[src/rtl/johnson_pkg.sv]
// -----------------------------------------------------------------------------
// johnson_pkg
// Shared definitions for the Johnson-counter phase decoder:
//   - JOHNSON_BITS / JOHNSON_PHASES : width of the Johnson code and number of
//     phases it walks through.
//   - state_t                       : lock-tracking FSM states.
//   - JOHNSON_CODES                 : legal code table, entry i is the code
//     for phase index i.
//   - next_idx / idx_to_onehot      : small helpers used by the decoder.
// -----------------------------------------------------------------------------
package johnson_pkg;

  localparam int JOHNSON_BITS   = 4;
  localparam int JOHNSON_PHASES = 8;
  localparam int IDX_W          = $clog2(JOHNSON_PHASES);

  typedef logic [JOHNSON_BITS-1:0] code_t;
  typedef logic [IDX_W-1:0]        idx_t;
  typedef logic [JOHNSON_PHASES-1:0] phase_t;

  typedef enum logic [1:0] {
    UNLOCKED = 2'd0,
    ACQUIRE  = 2'd1,
    LOCKED   = 2'd2
  } state_t;

  // Concatenation lists the highest index first, so JOHNSON_CODES[0] is 0000
  // and JOHNSON_CODES[7] is 0001.
  localparam code_t [JOHNSON_PHASES-1:0] JOHNSON_CODES = {
    4'b0001, 4'b0011, 4'b0111, 4'b1111,
    4'b1110, 4'b1100, 4'b1000, 4'b0000
  };

  // The index is exactly log2(phases) wide, so the 7 -> 0 wrap falls out of
  // plain modulo arithmetic.
  function automatic idx_t next_idx(input idx_t i);
    return i + idx_t'(1);
  endfunction

  function automatic phase_t idx_to_onehot(input idx_t i);
    return phase_t'(1) << i;
  endfunction

endpackage

[src/rtl/johnson_phase_decoder_if.sv]
// -----------------------------------------------------------------------------
// johnson_phase_decoder_if
// Bundles the sample inputs and the decoded/monitoring outputs of the phase
// decoder.
//   master : drives en, count, clr_err; observes the decoder outputs.
//   slave  : the decoder itself.
// Signals:
//   en        - sample enable
//   count     - Johnson code from the upstream counter
//   clr_err   - synchronous clear of err_count
//   phase     - registered one-hot phase (zero after an illegal code)
//   phase_idx - index of the last legal sample
//   locked    - decoder is locked onto a legal sequence
//   err       - one-cycle fault pulse
//   err_count - saturating fault count (ERR_W bits)
// -----------------------------------------------------------------------------
interface johnson_phase_decoder_if
  import johnson_pkg::*;
#(
  parameter int ERR_W = 8
) ();

  logic             en;
  code_t            count;
  logic             clr_err;
  phase_t           phase;
  idx_t             phase_idx;
  logic             locked;
  logic             err;
  logic [ERR_W-1:0] err_count;

  modport master (
    output en, count, clr_err,
    input  phase, phase_idx, locked, err, err_count
  );

  modport slave (
    input  en, count, clr_err,
    output phase, phase_idx, locked, err, err_count
  );

endinterface

[src/rtl/johnson_code_check.sv]
// -----------------------------------------------------------------------------
// johnson_code_check
// Purely combinational lookup of a Johnson code against the legal table.
// Ports:
//   count - 4-bit code under test
//   legal - high when count is one of the eight legal codes
//   idx   - phase index of count (0 when illegal)
// -----------------------------------------------------------------------------
module johnson_code_check
  import johnson_pkg::*;
(
  input  code_t count,
  output logic  legal,
  output idx_t  idx
);

  // NOTE: every output of a combinational block gets a default before any
  // conditional assignment, otherwise the tool infers a latch.
  always_comb begin
    legal = 1'b0;
    idx   = '0;
    for (int i = 0; i < JOHNSON_PHASES; i++) begin
      if (count == JOHNSON_CODES[i]) begin
        legal = 1'b1;
        idx   = idx_t'(i);
      end
    end
  end

endmodule

[src/rtl/johnson_phase_decoder.sv]
// -----------------------------------------------------------------------------
// johnson_phase_decoder
// Samples a Johnson counter's code on enabled cycles, decodes it into a
// registered one-hot phase plus index, and tracks whether the incoming codes
// follow the legal sequence. Lock is declared after LOCK_CNT consecutive legal
// steps; illegal codes and skipped/held steps raise an err pulse and bump a
// saturating error counter.
// Parameters:
//   LOCK_CNT - consecutive legal steps needed for lock (>= 1)
//   ERR_W    - width of err_count
// Ports:
//   clk - clock, rising edge
//   rst - asynchronous active-high reset
//   bus - johnson_phase_decoder_if slave (en/count/clr_err in, decoded out)
// -----------------------------------------------------------------------------
module johnson_phase_decoder
  import johnson_pkg::*;
#(
  parameter int LOCK_CNT = 4,
  parameter int ERR_W    = 8
) (
  input  logic                    clk,
  input  logic                    rst,
  johnson_phase_decoder_if.slave  bus
);

  localparam int               CTR_W    = $clog2(LOCK_CNT + 1);
  localparam logic [CTR_W-1:0] LOCK_TGT = CTR_W'(LOCK_CNT);

  // Decode of the current input code.
  logic legal;
  idx_t idx;

  johnson_code_check u_code_check (
    .count (bus.count),
    .legal (legal),
    .idx   (idx)
  );

  // FSM and lock tracking.
  state_t           state_q, state_d;
  logic [CTR_W-1:0] lock_ctr_q, lock_ctr_d;
  logic [CTR_W-1:0] lock_ctr_inc;
  idx_t             prev_idx_q;
  logic             step_ok;
  logic             fault;

  // Output-side registers and their next values.
  phase_t           phase_q, phase_d;
  logic             err_q;
  logic [ERR_W-1:0] err_count_q, err_count_d;
  logic             locked;

  assign step_ok      = (idx == next_idx(prev_idx_q));
  assign lock_ctr_inc = lock_ctr_q + CTR_W'(1);

  // State register. prev_idx doubles as the visible phase_idx, since both
  // mean "index of the last legal sample".
  // NOTE: sequential state is written with non-blocking assignments so every
  // register sees the pre-edge values of the others.
  always_ff @(posedge clk or posedge rst) begin
    if (rst) begin
      state_q    <= UNLOCKED;
      lock_ctr_q <= '0;
      prev_idx_q <= '0;
    end else if (bus.en) begin
      state_q    <= state_d;
      lock_ctr_q <= lock_ctr_d;
      if (legal) begin
        prev_idx_q <= idx;
      end
    end
  end

  // Next-state logic. A wrong step on a legal code resynchronises onto the
  // new index (stays/returns to ACQUIRE) instead of dropping to UNLOCKED.
  always_comb begin
    state_d    = state_q;
    lock_ctr_d = lock_ctr_q;
    fault      = 1'b0;
    if (bus.en) begin
      if (!legal) begin
        state_d    = UNLOCKED;
        lock_ctr_d = '0;
        fault      = 1'b1;
      end else begin
        unique case (state_q)
          UNLOCKED: begin
            state_d    = ACQUIRE;
            lock_ctr_d = '0;
          end
          ACQUIRE: begin
            if (step_ok) begin
              lock_ctr_d = lock_ctr_inc;
              if (lock_ctr_inc == LOCK_TGT) begin
                state_d = LOCKED;
              end
            end else begin
              lock_ctr_d = '0;
              fault      = 1'b1;
            end
          end
          LOCKED: begin
            if (!step_ok) begin
              state_d    = ACQUIRE;
              lock_ctr_d = '0;
              fault      = 1'b1;
            end
          end
          default: begin
            state_d    = UNLOCKED;
            lock_ctr_d = '0;
          end
        endcase
      end
    end
  end

  // Output logic: lock flag straight from state, plus next values for the
  // registered phase and the error counter.
  always_comb begin
    locked      = (state_q == LOCKED);
    phase_d     = legal ? idx_to_onehot(idx) : '0;
    err_count_d = err_count_q;
    if (bus.en) begin
      if (bus.clr_err) begin
        // A fault in the clearing cycle is counted after the clear.
        err_count_d = fault ? ERR_W'(1) : '0;
      end else if (fault && (err_count_q != '1)) begin
        err_count_d = err_count_q + ERR_W'(1);
      end
    end
  end

  always_ff @(posedge clk or posedge rst) begin
    if (rst) begin
      phase_q     <= '0;
      err_q       <= 1'b0;
      err_count_q <= '0;
    end else begin
      // fault is already gated by en, so err is a clean single-cycle pulse
      // and drops to zero on disabled cycles.
      err_q       <= fault;
      err_count_q <= err_count_d;
      if (bus.en) begin
        phase_q <= phase_d;
      end
    end
  end

  assign bus.phase     = phase_q;
  assign bus.phase_idx = prev_idx_q;
  assign bus.locked    = locked;
  assign bus.err       = err_q;
  assign bus.err_count = err_count_q;

endmodule

[src/flat_wrapper.sv]
// flat-port wrapper written by rule: the top's interface ports become plain ports
module johnson_phase_decoder_flat import johnson_pkg::*;
#(
  parameter int LOCK_CNT = 4,
  parameter int ERR_W    = 8
)
  (clk, rst, bus_en, bus_count, bus_clr_err, bus_phase, bus_phase_idx, bus_locked, bus_err, bus_err_count);
  johnson_phase_decoder_if #(.ERR_W(ERR_W)) bus_i ();
  input  logic clk;
  input  logic rst;
  input wire logic [$bits(bus_i.en)-1:0] bus_en;
  input wire logic [$bits(bus_i.count)-1:0] bus_count;
  input wire logic [$bits(bus_i.clr_err)-1:0] bus_clr_err;
  output wire logic [$bits(bus_i.phase)-1:0] bus_phase;
  output wire logic [$bits(bus_i.phase_idx)-1:0] bus_phase_idx;
  output wire logic [$bits(bus_i.locked)-1:0] bus_locked;
  output wire logic [$bits(bus_i.err)-1:0] bus_err;
  output wire logic [$bits(bus_i.err_count)-1:0] bus_err_count;
  assign bus_i.en = bus_en;
  assign bus_i.count = bus_count;
  assign bus_i.clr_err = bus_clr_err;
  assign bus_phase = bus_i.phase;
  assign bus_phase_idx = bus_i.phase_idx;
  assign bus_locked = bus_i.locked;
  assign bus_err = bus_i.err;
  assign bus_err_count = bus_i.err_count;
  johnson_phase_decoder #(.LOCK_CNT(LOCK_CNT), .ERR_W(ERR_W)) u_core (.clk(clk), .rst(rst), .bus(bus_i));
endmodule
[config.mk]
export PLATFORM = sky130hd
export DESIGN_NAME = johnson_phase_decoder_flat
export DESIGN_NICKNAME = d
export VERILOG_FILES = /design/src/rtl/johnson_pkg.sv /design/src/rtl/johnson_phase_decoder_if.sv /design/src/rtl/johnson_code_check.sv /design/src/rtl/johnson_phase_decoder.sv /design/src/flat_wrapper.sv
export SDC_FILE = /design/constraint.sdc
export NUM_CORES = 1
export LEC_CHECK = 0
export ABC_AREA = 1
export CAP_MARGIN = 20
export CELL_PAD_IN_SITES_DETAIL_PLACEMENT = 1
export CELL_PAD_IN_SITES_GLOBAL_PLACEMENT = 1
export CORE_ASPECT_RATIO = 0.7
export CORE_UTILIZATION = 30
export CTS_CLUSTER_SIZE = 8
export DETAILED_ROUTE_END_ITERATION = 12
export PLACE_DENSITY_LB_ADDON = 0.1
export SLEW_MARGIN = 5
export SYNTH_ARGS = -nofsm -noshare
export SYNTH_HDL_FRONTEND = slang
export SYNTH_SLANG_ARGS = --single-unit
[constraint.sdc]
create_clock -name clk -period 3.3 [get_ports clk]
set_input_delay 0.99 -clock clk [delete_from_list [all_inputs] [get_ports clk]]
set_output_delay 0.99 -clock clk [all_outputs]
set_load 0.02 [all_outputs]
* After elaboration in Yosys (flattened, before gate mapping)
Index checks and enable logic that the tools add are counted.
** Storage, ports and cells
- Input port bits :: 8
- Register bits after elaboration :: 25
- Word-level logic and storage cells :: 66
- Output and inout bits :: 21
** Operators by class
- $add $sub $neg :: 3
- Reduce and logical (&&, ||, !) cells :: 9
- Mux-type cells :: 32
- Equal/unequal tests :: 15
- Shift-type cells :: 1
** Operator list (number)
- 3-bit two-way mux :: 9
- 8-bit two-way mux :: 3
- 4-bit equality test (second input constant) :: 4
- 1-bit two-way mux :: 14
- 3-bit != test (second input constant) :: 3
- 8-bit by 1-bit adder with 8-bit output (second input constant) :: 1
- 2-bit two-way mux :: 4
- 8-bit != test (second input constant) :: 1
- 1-bit by 3-bit << shifter with 8-bit output (first input constant) :: 1
- 3-bit by 1-bit adder with 3-bit output (second input constant) :: 2
- 2-bit case mux with 3 select lines :: 1
- 3-bit case mux with 2 select lines :: 1
- 2-bit AND reduction :: 3
- 4-bit by 1-bit equality test with 1-bit output (second input constant) :: 1
- 4-bit by 2-bit equality test with 1-bit output (second input constant) :: 1
- 4-bit by 3-bit equality test with 1-bit output (second input constant) :: 1
- 4-bit logical NOT :: 1
- 4-bit AND reduction :: 1
- 3-bit equality test :: 1
- 3-bit equality test (second input constant) :: 1
- 2-bit by 1-bit equality test with 1-bit output (second input constant) :: 1
- 2-bit equality test (second input constant) :: 1
- 2-bit logical NOT :: 1
- 2-bit nonzero test :: 1
- 2 further kinds :: 2

* Depth between registers and ports, before layout
- Word-level depth :: 16
- Mapped depth :: 15
- Gate-level depth less buffers :: 15

* Hierarchy
Synthesis repeated with hierarchy kept, for this count alone.
** Unflattened totals
- Cell total of the unflattened synthesis :: 206
- Area, all modules :: 1544.0 µm²
** By module, submodules not included
- johnson_phase_decoder :: instances 1, cells each 185, area each 1452.6 µm², sequential area each 625.6 µm²
- johnson_code_check :: instances 1, cells each 21, area each 91.3 µm², sequential area each 0.0 µm²

* Worst setup path after synthesis
No wires, ideal clock.
- Path type :: in2reg
- From :: in bus_count[2]
- To :: reg u_core.err_count_q[6], in the netlist u_core.bus.err_count[6]
- Required time :: 3.182 ns
- Path buffers :: 0
- Arrival time :: 2.032 ns
- Setup slack :: 1.150 ns
- Library setup time :: 0.118 ns
- Cell stages on the path :: 12
- Path through :: nor2_1 -> nand2_1 -> nand3_1 -> nand2_1 -> nor2_1 -> nand3_2 -> nand2_2 -> nand2_2 -> nand3_4 -> nand2_4 -> nand2_1 -> nand2_1
** On the way
- Cells in the longest elaborated chain, start to end :: 16
- Elaborated cells on any way between the ends :: 31
- Those cells by class :: 8 x eq/ne; 19 x mux; 4 x reduce/logical
** RTL lines
- from (decl) :: line flat_wrapper.sv:12 : input wire logic [$bits(bus_i.count)-1:0] bus_count;
- 4-bit equality test :: line johnson_code_check.sv:23 : if (count == JOHNSON_CODES[i]) begin
- 1-bit two-way mux :: line johnson_code_check.sv:23
- 3-bit two-way mux (6 in a row) :: line johnson_code_check.sv:23
- 3-bit equality test :: line johnson_phase_decoder.sv:54 : assign step_ok = (idx == next_idx(prev_idx_q));
- 1-bit two-way mux :: line johnson_phase_decoder.sv:93, johnson_phase_decoder.sv:104
- 1-bit two-way mux
- 1-bit two-way mux * :: line johnson_phase_decoder.sv:82 : if (!legal) begin
- 1-bit two-way mux * :: line johnson_phase_decoder.sv:81 : if (bus.en) begin
- 1-bit logical AND * :: line johnson_phase_decoder.sv:129 : end else if (fault && (err_count_q != '1)) begin
- 2-bit nonzero test (no line) *
- 2-bit AND reduction (no line) *
- to (signal assigned) :: line johnson_phase_decoder.sv:144 : err_count_q <= err_count_d;
- to (decl) :: line johnson_phase_decoder.sv:51 : logic [ERR_W-1:0] err_count_q, err_count_d;
Mark *: on every way between the ends. The rest lies on a longest branch, timed or not.
A chain may end at the register's enable or synchronous reset.

* Worst setup path in the final report
- From :: in bus_count[2]
- To :: reg u_core.state_q[1]
** On the way
- Cells in the longest elaborated chain, start to end :: 11
- Elaborated cells on any way between the ends :: 29
- Those cells by class :: 11 x eq/ne; 16 x mux; 2 x reduce/logical
** RTL lines
- 4-bit equality test or 4-bit logical NOT (tied branches) :: line johnson_code_check.sv:23
- 1-bit two-way mux :: line johnson_code_check.sv:23
- 3-bit two-way mux or 1-bit two-way mux (tied branches) (6 in a row) :: line johnson_code_check.sv:23
- 3-bit equality test or 1-bit two-way mux (tied branches) :: line johnson_phase_decoder.sv:54, johnson_code_check.sv:23
- 3-bit != test (no line)
- 4-bit AND reduction (no line)
- to (signal assigned) :: line johnson_phase_decoder.sv:67 : state_q <= state_d;
- to (decl) :: line johnson_phase_decoder.sv:41 : state_t state_q, state_d;
Several ways; a longest one is shown, not always the timed one.

==> flow_summary.ini <==
[setup_path]
critPathLaunchType = input port
crit_fanout = 7
cp-startpoint = bus_count[2]
max_stage_delay_ns = 0.56
worstPathCellList = clkdlybuf4s50_1, inv_1, o21ai_0, nand3_2, nand2_1, nor2_1, nor2_2, nand2_1, nand2_1, nand2_1
critical_path_class = input port to register
cp.required_ns = 3.48
cp_data_arrival_time_ns = 2.88
cp_common_cell = nand2_1
cp_slowest_cell = clkdlybuf4s50_1
reg2reg_from = u_core.bus.phase_idx[0]
endpoint_kind = register

[route]
dr_total_vias = 1371
drtAntennaViolNets = 0
drc_errors = 0
drtPass1Iterations = 4
wire_per_inst_um = 13.1
wl_um = 3970
first_iter_violations = 47
via_per_inst = 4.54

[placed_design]
postPlaceCellArea_um2 = 1870
dp_hpwl_um = 3080
place.gp.congestion = 0.816
port_buffers = 28

[timing]
finClkSkew_ns = 0.00285
post-route-min-period_ns = 2.70
slew_headroom = 0.667
min_period_over_period = 0.818
drv_slew = 0
setup_viol = 0
tightest_slew_ns = 0.497
tns_ns = 0
fmax_ghz = 0.370
rsz0062_at_grt = no
hold_viol_final = 0

[clocking]
tritoncts = built
post_cts_resized = 0
post_cts_buffers = 0
cts-root-buf = clkbuf_8
cts.path.max_buffers = 2
clkLatencyLatePin_ns = 0.27
ctsHoldBuffers = 0
cts.htree.levels = 1
clk_pin_slew_worst_paths_ns = 0.09
cts.sinks = 25
numCtsBuffers = 3

[logic_synthesis]
synthCells = 201
synth_fp_nets = 217
avgSynthCellArea_um2 = 7.44
seq_area_frac_synth = 0.418
synth_area_um2 = 1500
async_reset_ff_frac = 1.00
synth_edf_count = 0
yosysTopAreaCellShare = 0.418
synth_warnings = 0
yosys-top-cells-area = dfrtp_1 (42%), nand2_1 (16%), ha_1 (6.7%)
synth_top_area_cell = dfrtp_1
ys_seq_elements = 25
ys.flop_type = dfrtp_1
synth_cell_types = 23

[floorplanning]
core-area_um2 = 4780
ios = 29
rows = 21
initial_core_util = 0.313
dieWidth_um = 86.4
die_area_um2 = 5270
die_h_um = 61.1

[power_and_ir_drop]
leakagePower_nw = 0.950
vdd_drop_max_v = 0.000126
total_power_uw = 861
power_density_nw_per_um2 = 449

[global_routing]
grt_pass1_vias = 1317
antenna_found_initial = 0
grt_remaining_overflow = 0
grt_pass1_wl_um = 6560
grt_start_max_net_pins = 26
grt_util_all_layers = 0.164

[cells_and_area]
drive_gt1_frac = 0.0730
diodes = 0
seqCellArea_um2 = 626
postLayoutCellArea_um2 = 1920
fill_cells = 598
syn2layout_area_growth_pct = 28.1
nNetsFinal = 250
multi_input_area_um2 = 779

[outcome]
status = complete, no violations

[run]
drv_cap = 0

[hold_path]
hold_start = u_core.bus.phase[5]
hold_path_class = register to register
==> placed cells by master, fill, tap and decap left out, types with 2 or more instances in the layout <==
master,count
a31oi_1,3
buf_4,2
clkbuf_8,3
clkdlybuf4s50_1,28
dfrtp_1,25
ha_1,8
inv_1,21
nand2_1,64
nand2_2,4
nand3_1,19
nand3_2,2
nand4_1,3
nor2_1,21
nor3_1,2
o21ai_0,14
xnor2_1,2
xor2_1,3
==> flip-flops by register name, summed over array words and instances (netlist names) <==
register and flops:
u_core.state_q 2, u_core.bus.err_count 8, u_core.lock_ctr_q 3, u_core.bus.err 1
u_core.bus.phase 8, u_core.bus.phase_idx 3
==> power breakdown <==
part / switching (mW) / leakage, nW / internal (mW)
sequential: 0.0404 / 0.338 / 0.339
clock: 0.105 / 0.0255 / 0.0847
combinational: 0.172 / 0.587 / 0.120
==> cell type report <==
class | count | area share
Inverter | 22 | 0.0431
Sequential cell | 25 | 0.327
Clock inverter | 1 | 0.00261
Timing Repair Buffer | 30 | 0.154
Tap cell | 69 | 0.0451
Multi-Input combinational cell | 152 | 0.407
Clock buffer | 3 | 0.0216
==> critical path: cells and delay by family <==
kind / cells / cell delay (ns)
buffers and inverters: 2 / 0.64
AOI/OAI and AO/OA: 1 / 0.40
and+or+nand+nor: 7 / 0.84
==> kinds of logic (layout without fill, tap and decap cells) <==
| group | after synthesis | after routing | share of synthesized area |
|---|---|---|---|
| simple gates | 119 | 119 | 0.354 |
| buf+inv | 24 | 56 | 0.0603 |
| compound gates | 20 | 20 | 0.0711 |
| flops | 25 | 25 | 0.418 |
| fa+ha+maj | 8 | 8 | 0.0669 |
| xor+xnor | 5 | 5 | 0.0293 |
==> final timing paths <==
check	slack (ns)	endpoint	cells after the start
max in group asynchronous	1.98	u_core.bus.phase[4]	3
max	0.60	u_core.state_q[1]	10
min	0.50	u_core.bus.phase[5]	2
min in group asynchronous	1.06	u_core.state_q[0]	3
max reg2reg	1.43	u_core.bus.err_count[1]	15
min reg2reg	0.50	u_core.bus.phase[5]	2
==> metrics by stage <==
stage          utilization  hold WS, ns  setup slack (ns)  instances
6_report             0.401        0.495             0.599        302
5_1_grt              0.401        0.530             0.386        302
4_1_cts              0.401        0.507             0.599        302
3_5_place_dp         0.391        0.480             0.293        298
3_3_place_gp         0.391        0.473             0.326        298
2_1_floorplan            -        0.490              1.15        201
==> synth_stat cells (3+ instances only) <==
cell type,instances
a31oi_1,3
dfrtp_1,25
ha_1,8
inv_1,21
nand2_1,64
nand2_2,4
nand3_1,19
nand4_1,3
nor2_1,21
o21ai_0,14
xor2_1,3
==> layer usage <==
| layer | part of all wire | global-route usage | wire length, µm |
|---|---|---|---|
| met1 | 0.58 | 0.255 | 2290 |
| met2 | 0.39 | 0.232 | 1530 |
| met3 | 0.030 | 0.0335 | 118 |
| met4 | 0.0066 | 0.0357 | 26 |
| met5 | 0 | 0 | 0 |
Note: power is estimated with default switching activity, not from simulation.
